$ cat src/rtl/multi_port_reorder_buffer.sv
// In-order-commit reorder buffer with N writeback ports, operand bypass,
// store/halt commit types and a one-cycle flush on branch mispredict.
module multi_port_reorder_buffer #(
  parameter int ROB_WIDTH   = 4,
  parameter int ROB_SIZE    = 2**ROB_WIDTH,
  parameter int WB_PORTS    = 2,
  parameter int FULL_MARGIN = 2
) (
  input  logic                          clockIn,
  input  logic                          resetIn,
  input  logic                          allocValid,
  input  logic [1:0]                    allocType,
  input  logic                          allocReady,
  input  logic [31:0]                   allocValue,
  input  logic                          allocJump,
  input  logic [4:0]                    allocDest,
  input  logic [31:0]                   allocAddr,
  output logic [ROB_WIDTH-1:0]          allocIndex,
  output logic                          full,
  output logic                          empty,
  output logic [ROB_WIDTH:0]            count,
  input  logic [WB_PORTS-1:0]           wbValid,
  input  logic [WB_PORTS*ROB_WIDTH-1:0] wbIndex,
  input  logic [WB_PORTS*32-1:0]        wbValue,
  input  logic [ROB_WIDTH-1:0]          rs1Dep,
  input  logic [ROB_WIDTH-1:0]          rs2Dep,
  output logic                          rs1Ready,
  output logic                          rs2Ready,
  output logic [31:0]                   rs1Value,
  output logic [31:0]                   rs2Value,
  output logic [ROB_WIDTH-1:0]          robBeginId,
  output logic                          commitRegValid,
  output logic [4:0]                    commitDest,
  output logic [31:0]                   commitValue,
  output logic [ROB_WIDTH-1:0]          commitRobId,
  output logic                          storeCommit,
  output logic [ROB_WIDTH-1:0]          storeRobId,
  output logic                          clear,
  output logic [31:0]                   newPc,
  output logic                          halt
);

  localparam logic [1:0] TYPE_REG    = 2'b00;
  localparam logic [1:0] TYPE_BRANCH = 2'b01;
  localparam logic [1:0] TYPE_STORE  = 2'b10;
  localparam logic [1:0] TYPE_HALT   = 2'b11;

  localparam logic [ROB_WIDTH:0] SIZE_C     = ROB_SIZE[ROB_WIDTH:0];
  localparam logic [ROB_WIDTH:0] FULL_LIMIT = SIZE_C - FULL_MARGIN[ROB_WIDTH:0];

  logic [ROB_SIZE-1:0]  valid_q;
  logic [ROB_SIZE-1:0]  ready_q;
  logic [1:0]           type_q  [ROB_SIZE];
  logic [31:0]          value_q [ROB_SIZE];
  logic                 jump_q  [ROB_SIZE];
  logic [4:0]           dest_q  [ROB_SIZE];
  logic [31:0]          addr_q  [ROB_SIZE];

  logic [ROB_WIDTH-1:0] head;
  logic [ROB_WIDTH-1:0] tail;
  logic [ROB_WIDTH:0]   count_next;

  logic [ROB_WIDTH-1:0] wb_idx [WB_PORTS];
  logic [31:0]          wb_val [WB_PORTS];
  logic [WB_PORTS-1:0]  wb_hit;

  logic                 alloc_ok;
  logic                 do_commit;
  logic                 mispredict;
  logic                 flush;
  logic                 retire;
  logic [1:0]           head_type;

  for (genvar p = 0; p < WB_PORTS; p++) begin : g_wb
    assign wb_idx[p] = wbIndex[p*ROB_WIDTH +: ROB_WIDTH];
    assign wb_val[p] = wbValue[p*32 +: 32];
    assign wb_hit[p] = wbValid[p] && valid_q[wb_idx[p]] && !clear;
  end

  // Allocation is fire-and-forget: allocValid is taken whenever an entry is
  // physically free and no flush is in progress; full is only a hint upstream.
  assign alloc_ok   = allocValid && (count < SIZE_C) && !clear;
  assign head_type  = type_q[head];
  assign do_commit  = valid_q[head] && ready_q[head] && !clear && !halt;
  assign mispredict = (head_type == TYPE_BRANCH) && (value_q[head][0] != jump_q[head]);
  assign flush      = do_commit && mispredict;
  // A halt entry stays at the head forever, so it never retires.
  assign retire     = do_commit && !mispredict && (head_type != TYPE_HALT);
  assign count_next = count + {{ROB_WIDTH{1'b0}}, alloc_ok} - {{ROB_WIDTH{1'b0}}, retire};

  assign allocIndex = tail;
  assign robBeginId = head;
  assign full       = (count >= FULL_LIMIT);
  assign empty      = (count == '0);

  function automatic logic [32:0] operand(input logic [ROB_WIDTH-1:0] dep);
    logic        rdy;
    logic [31:0] val;
    rdy = valid_q[dep] && ready_q[dep];
    val = value_q[dep];
    for (int p = 0; p < WB_PORTS; p++) begin
      if (wbValid[p] && (wb_idx[p] == dep)) begin
        rdy = 1'b1;
        val = wb_val[p];
      end
    end
    return {rdy, val};
  endfunction

  always_comb begin
    {rs1Ready, rs1Value} = operand(rs1Dep);
    {rs2Ready, rs2Value} = operand(rs2Dep);
  end

  always_ff @(posedge clockIn or posedge resetIn) begin
    if (resetIn) begin
      valid_q        <= '0;
      ready_q        <= '0;
      head           <= '0;
      tail           <= '0;
      count          <= '0;
      commitRegValid <= 1'b0;
      commitDest     <= '0;
      commitValue    <= '0;
      commitRobId    <= '0;
      storeCommit    <= 1'b0;
      storeRobId     <= '0;
      clear          <= 1'b0;
      newPc          <= '0;
      halt           <= 1'b0;
    end else begin
      commitRegValid <= 1'b0;
      storeCommit    <= 1'b0;
      clear          <= 1'b0;
      for (int p = 0; p < WB_PORTS; p++) begin
        if (wb_hit[p]) ready_q[wb_idx[p]] <= 1'b1;
      end
      if (do_commit) begin
        case (head_type)
          TYPE_REG: begin
            commitRegValid <= 1'b1;
            commitDest     <= dest_q[head];
            commitValue    <= value_q[head];
            commitRobId    <= head;
          end
          TYPE_STORE: begin
            storeCommit <= 1'b1;
            storeRobId  <= head;
          end
          TYPE_HALT: halt <= 1'b1;
          default: ;
        endcase
      end
      if (retire) begin
        valid_q[head] <= 1'b0;
        head          <= head + ROB_WIDTH'(1);
      end
      if (alloc_ok) begin
        valid_q[tail] <= 1'b1;
        ready_q[tail] <= allocReady;
        tail          <= tail + ROB_WIDTH'(1);
      end
      count <= count_next;
      // Mispredict discards everything, including a same-cycle allocation.
      if (flush) begin
        clear   <= 1'b1;
        newPc   <= addr_q[head];
        valid_q <= '0;
        head    <= '0;
        tail    <= '0;
        count   <= '0;
      end
    end
  end

  always_ff @(posedge clockIn) begin
    for (int p = 0; p < WB_PORTS; p++) begin
      if (wb_hit[p]) value_q[wb_idx[p]] <= wb_val[p];
    end
    if (alloc_ok) begin
      type_q[tail]  <= allocType;
      value_q[tail] <= allocValue;
      jump_q[tail]  <= allocJump;
      dest_q[tail]  <= allocDest;
      addr_q[tail]  <= allocAddr;
    end
  end

endmodule

$ cat config.mk
export PLATFORM = sky130hd
export DESIGN_NAME = multi_port_reorder_buffer
export DESIGN_NICKNAME = d
export VERILOG_FILES = /design/src/rtl/multi_port_reorder_buffer.sv
export SDC_FILE = /design/constraint.sdc
export NUM_CORES = 2
export LEC_CHECK = 0
export ABC_CLOCK_PERIOD_IN_PS = 9800
export BUFFER_PORTS_ARGS = -buffer_cell sky130_fd_sc_hd__buf_2
export CAP_MARGIN = 40
export CORE_ASPECT_RATIO = 0.9
export CORE_MARGIN = 2
export CORE_UTILIZATION = 50
export CTS_BUF_LIST = sky130_fd_sc_hd__clkbuf_4 sky130_fd_sc_hd__clkbuf_8
export DETAILED_ROUTE_END_ITERATION = 8
export GPL_TIMING_DRIVEN = 0
export PLACE_DENSITY = 0.68
export SLEW_MARGIN = 10
export SYNTH_ARGS = -nofsm -noshare
export SYNTH_HDL_FRONTEND = slang
export SYNTH_SLANG_ARGS = --single-unit
$ cat constraint.sdc
create_clock -name clockIn -period 9.8 [get_ports clockIn]
set_input_delay 0.98 -clock clockIn [delete_from_list [all_inputs] [get_ports clockIn]]
set_output_delay 0.98 -clock clockIn [all_outputs]
set_load 0.02 [all_outputs]
==> summary.md <==
| Metric | Value |
|---|---|
| Run status | `completed` |
| RSZ-0062 raised after global routing | `false` |
| Achievable frequency | `approximately 140 MHz` |
| Origin of the worst min-delay path | `allocAddr[22]` |
| Comb power frac | `0.351` |
| Slew @ Worst Pin | `about 1.1 ns` |
| Post-Synth XOR/XNOR Area | `0.00289` |
| Final setup violation count | `0` |
| TritonCTS clock tree | `built` |
| Number of synthesized register bits | `~1300` |
| Sort of element at the end of the critical path | `output port` |
| Layout cell share with drive strength beyond 1 | `0.304` |
| Crit-path max FO | `10` |
| Yosys warns | `0` |
| Final HPWL from detailed placement | `approximately 200000 microns` |
| Worst-skew pair later-pin latency | `about 1.1 ns` |
| Gp weighted congestion | `roughly 1.1` |
| Leakage component of the power | `about 28 nW` |
| Routed wire length | `291000 microns` |
| Starting Density | `0.505` |
| Reg2reg path depth | `9` |
| Total number of H-tree levels | `4` |
| Antenna violations before repair | `55` |
| Number of cells traversed by the worst hold path | `1` |
| Setup bufs post-CTS | `0` |
| Wire length of the first global-routing pass | `approximately 390000 microns` |
| Worst min-delay path class | `in -> reg` |
| Highest-count cells in the layout ignoring fill and taps | `sky130_fd_sc_hd__edfxtp_1, sky130_fd_sc_hd__mux4_2, sky130_fd_sc_hd__nand2_1` |
| Overall die width | `about 400 microns` |
| Worst Slack Setup Final | `between 2 and 3 ns` |
| Post-detailed-route count of antenna-violating nets | `0` |
| Launching instance or port of the critical path | `rs1Dep[0]` |
| Sw Pwr | `0.00671 W` |
| Number of enable-type register cells in the synthesized netlist | `between 1000 and 1500` |
| Number of DRC violations after detailed-routing iteration 0 | `a little under 10000` |
| Worst rel slew slack | `0.275` |
| Global-route usage over all layers | `0.405` |
| Cells after synthesis | `roughly 4700` |
| Number of input and output port buffers inserted | `about 220` |
| Fraction of the mapped netlist area in simple logic gates | `0.0463` |
| Switching part of the total | `0.360` |
| Avg WL per Cell | `~39 microns` |
| Core Rows | `129` |
| Max cap viols | `0` |
| Max-slew violation count | `0` |
| Die Height | `358 microns` |
| Clock slew at reported path FFs | `0.07 ns` |
| Number of distinct standard cells referenced by the synthesized netlist | `50` |
| Endpoint required time on the critical path | `between 8 and 9 ns` |
| Largest net degree at the start of global routing | `80` |
| Clock Tree Root | `sky130_fd_sc_hd__clkbuf_8` |
| Global route total overflow | `0` |
| Most frequent standard cell in the layout excluding fill and tap cells | `sky130_fd_sc_hd__edfxtp_1` |
| Part of the cycle the worst path needs | `0.735` |
| Minimum setup slack after placement | `3.25 ns` |
| Setup Crit Path Kind | `in -> out` |
| Startpoint types | `primary input` |
| Maximum clock path buffer count | `3` |
| Portion of total power attributed to sequential cells | `0.375` |
| Number of buffers created by CTS | `~210` |
| Net count reported at finish | `between 5000 and 6000` |
| Total vias in the final route | `53200` |
| Ratio of total power to cell area | `around 230 nW/um^2` |
| Final sum of negative setup slack | `0 ns` |
| Synth Net Count | `4920` |
| Arrival time of the worst setup path | `roughly 6.2 ns` |
| Async set-reset flop share out of synthesis | `0.0986` |
| Length of the first detailed-routing pass in iterations | `8` |
| Fraction of synthesized area in multiplexers | `0.320` |
| Final setup skew | `roughly 0.10 ns` |
| Endpoints failing hold | `0` |
| Beginning of the worst register-to-register path | `robBeginId[1]$_DFFE_PP0P_` |
| Ys flop type | `sky130_fd_sc_hd__edfxtp_1` |
| DRC violations left | `0` |
| Core region area | `between 100000 and 150000 sq um` |
| Via count of the first global-routing pass | `approximately 50000` |
| Clock sinks | `around 1300` |
| Sequential share of the synthesized area | `0.541` |
| Synthesized area per cell | `14.7 sq um` |
| Num ports | `320` |
| Detail-routed via count per cell | `between 7 and 8` |
| Compound-gate portion of the synthesized area | `0.0513` |
| Adder-Cell Fraction of Synth Area | `0.00316` |
| Min Tclk post-route | `about 7 ns` |
| Layout Area Growth over Synthesis | `15.7%` |
| Int Power | `0.0120 W` |
| Area of the die | `142000 sq um` |
| Main combinational cell family by area after synthesis | `multiplexers` |
| Total standard cell area after synthesis | `~70000 sq um` |
| Fillers | `about 11000` |
| Clock group share of total power | `0.274` |
| Maximum vdd ir drop | `201 uV` |
==> kinds of logic (layout without fill, tap and decap cells) <==
| logic type | count (synthesis) | after routing |
|---|---|---|
| mux | 1355 | 1355 |
| other cells | 0 | 33 |
| xor+xnor | 23 | 23 |
| compound gates | 677 | 677 |
| buf+inv | 595 | 1387 |
| simple gates | 800 | 800 |
| fa+ha+maj | 17 | 17 |
| flops | 1278 | 1278 |
==> Yosys cell counts, drive strengths merged, types with 2 or more instances <==
cell type,count,area [sq um]
o2bb2ai,2,17.5
mux2,78,878
nor2b,8,50.1
nor2,120,450
a21oi,61,305
mux4,692,15600
nor4b,2,17.5
a22oi,13,103
nand3,15,75.1
edfxtp,1152,34600
inv,27,101
and3b,2,17.5
nor3,17,105
mux2i,585,5860
a21o,2,15.0
a2111oi,2,23.8
or3,2,12.5
nand2b,6,37.5
a21boi,9,67.6
xor2,16,140
and2,6,37.5
o211ai,9,67.6
a311o,2,20.0
nand2,597,2240
nand4,5,31.3
nor4,5,43.8
o21ai,555,2780
xnor2,7,61.3
buf,253,1140
nand3b,2,15.0
ha,16,200
or2,8,50.1
dfrtp,126,3150
clkbuf,315,1180
nor3b,4,35.0
a31oi,4,25.0
a311oi,16,140
==> routing by layer <==
metal	track usage	vias up	routed length [microns]
li1	-	19900	-
met1	0.524	26500	99000
met2	0.552	5445	119000
met3	0.197	1203	51800
met4	0.239	44	20500
met5	0.00463	-	339
==> timing repair <==
action | in CTS | in global routing
hold endpoints to repair | 4 | 0
hold buffers | 1 | 0
gates resized for setup | 0 | 0
endpoints found under the setup margin | 0 | 0
==> power groups by stage <==
stage          registers, W  clock network, W  logic, W
2_1_floorplan       0.00716                 0   0.00363
3_3_place_gp        0.00711                 0   0.00594
3_5_place_dp        0.00708                 0   0.00632
4_1_cts             0.00697           0.00511   0.00634
5_1_grt             0.00703           0.00534   0.00670
6_report            0.00700           0.00512   0.00655
==> layout make-up <==
| cell class | count | area, sq um | share of cell area |
|---|---|---|---|
| inverter | 27 | 111 | 0.00138 |
| timing repair buffer | 407 | 3750 | 0.0465 |
| clock inverter | 77 | 766 | 0.00949 |
| buffer | 568 | 2400 | 0.0298 |
| tap | 1834 | 2290 | 0.0285 |
| antenna | 33 | 82.6 | 0.00102 |
| sequential | 1278 | 37700 | 0.468 |
| multi-input combinational | 2872 | 29700 | 0.368 |
| clock buffer | 308 | 3790 | 0.0470 |
==> through the flow <==
stage / instance area [sq um] / hold WS, ns / utilization / instances / total power [W]
global route: 80600 / 0.295 / 0.584 / 7387 / 0.0191
CTS: 80500 / 0.241 / 0.583 / 7361 / 0.0184
global placement: 73100 / 0.469 / 0.530 / 6794 / 0.0130
floorplan: 69700 / 0.512 / - / 4745 / 0.0108
finish: 80600 / 0.321 / 0.584 / 7404 / 0.0187
detailed placement: 75900 / 0.471 / 0.550 / 6975 / 0.0134
==> path summary, 6_finish.rpt <==
| kind | to | slack (ns) |
|---|---|---|
| setup / recovery | rs1Value[22] | 2.60 |
| hold / removal | addr_q[13][22]$_DFFE_PP_ | 0.32 |
| setup reg to reg | commitValue[1]$_DFFE_PP0P_ | 5.38 |
| hold reg to reg | newPc[30]$_DFFE_PP0P_ | 0.48 |
| max in group asynchronous | commitValue[12]$_DFFE_PP0P_ | 8.39 |
| min in group asynchronous | commitDest[0]$_DFFE_PP0P_ | 0.57 |
==> worst max-delay path: stages <==
cell and delay [ns]:
sky130_fd_sc_hd__clkbuf_1 0.70, sky130_fd_sc_hd__clkbuf_1 0.65, sky130_fd_sc_hd__buf_2 0.75, sky130_fd_sc_hd__xor2_1 0.22
sky130_fd_sc_hd__nor4_4 0.90, sky130_fd_sc_hd__buf_2 0.62, sky130_fd_sc_hd__mux2i_1 0.14, sky130_fd_sc_hd__o21ai_0 0.85
sky130_fd_sc_hd__buf_2 0.32
==> registers in the layout, summed over array words and instances (netlist names) <==
signal / cells
storeRobId: 4
commitDest: 5
robBeginId: 4
allocIndex: 4
jump_q: 16
dest_q: 80
halt: 1
ready_q: 16
value_q: 512
valid_q: 16
type_q: 32
commitValue: 32
commitRegValid: 1
commitRobId: 4
addr_q: 512
storeCommit: 1
clear: 1
newPc: 32
count: 5
(Power assumes the default switching activity.)
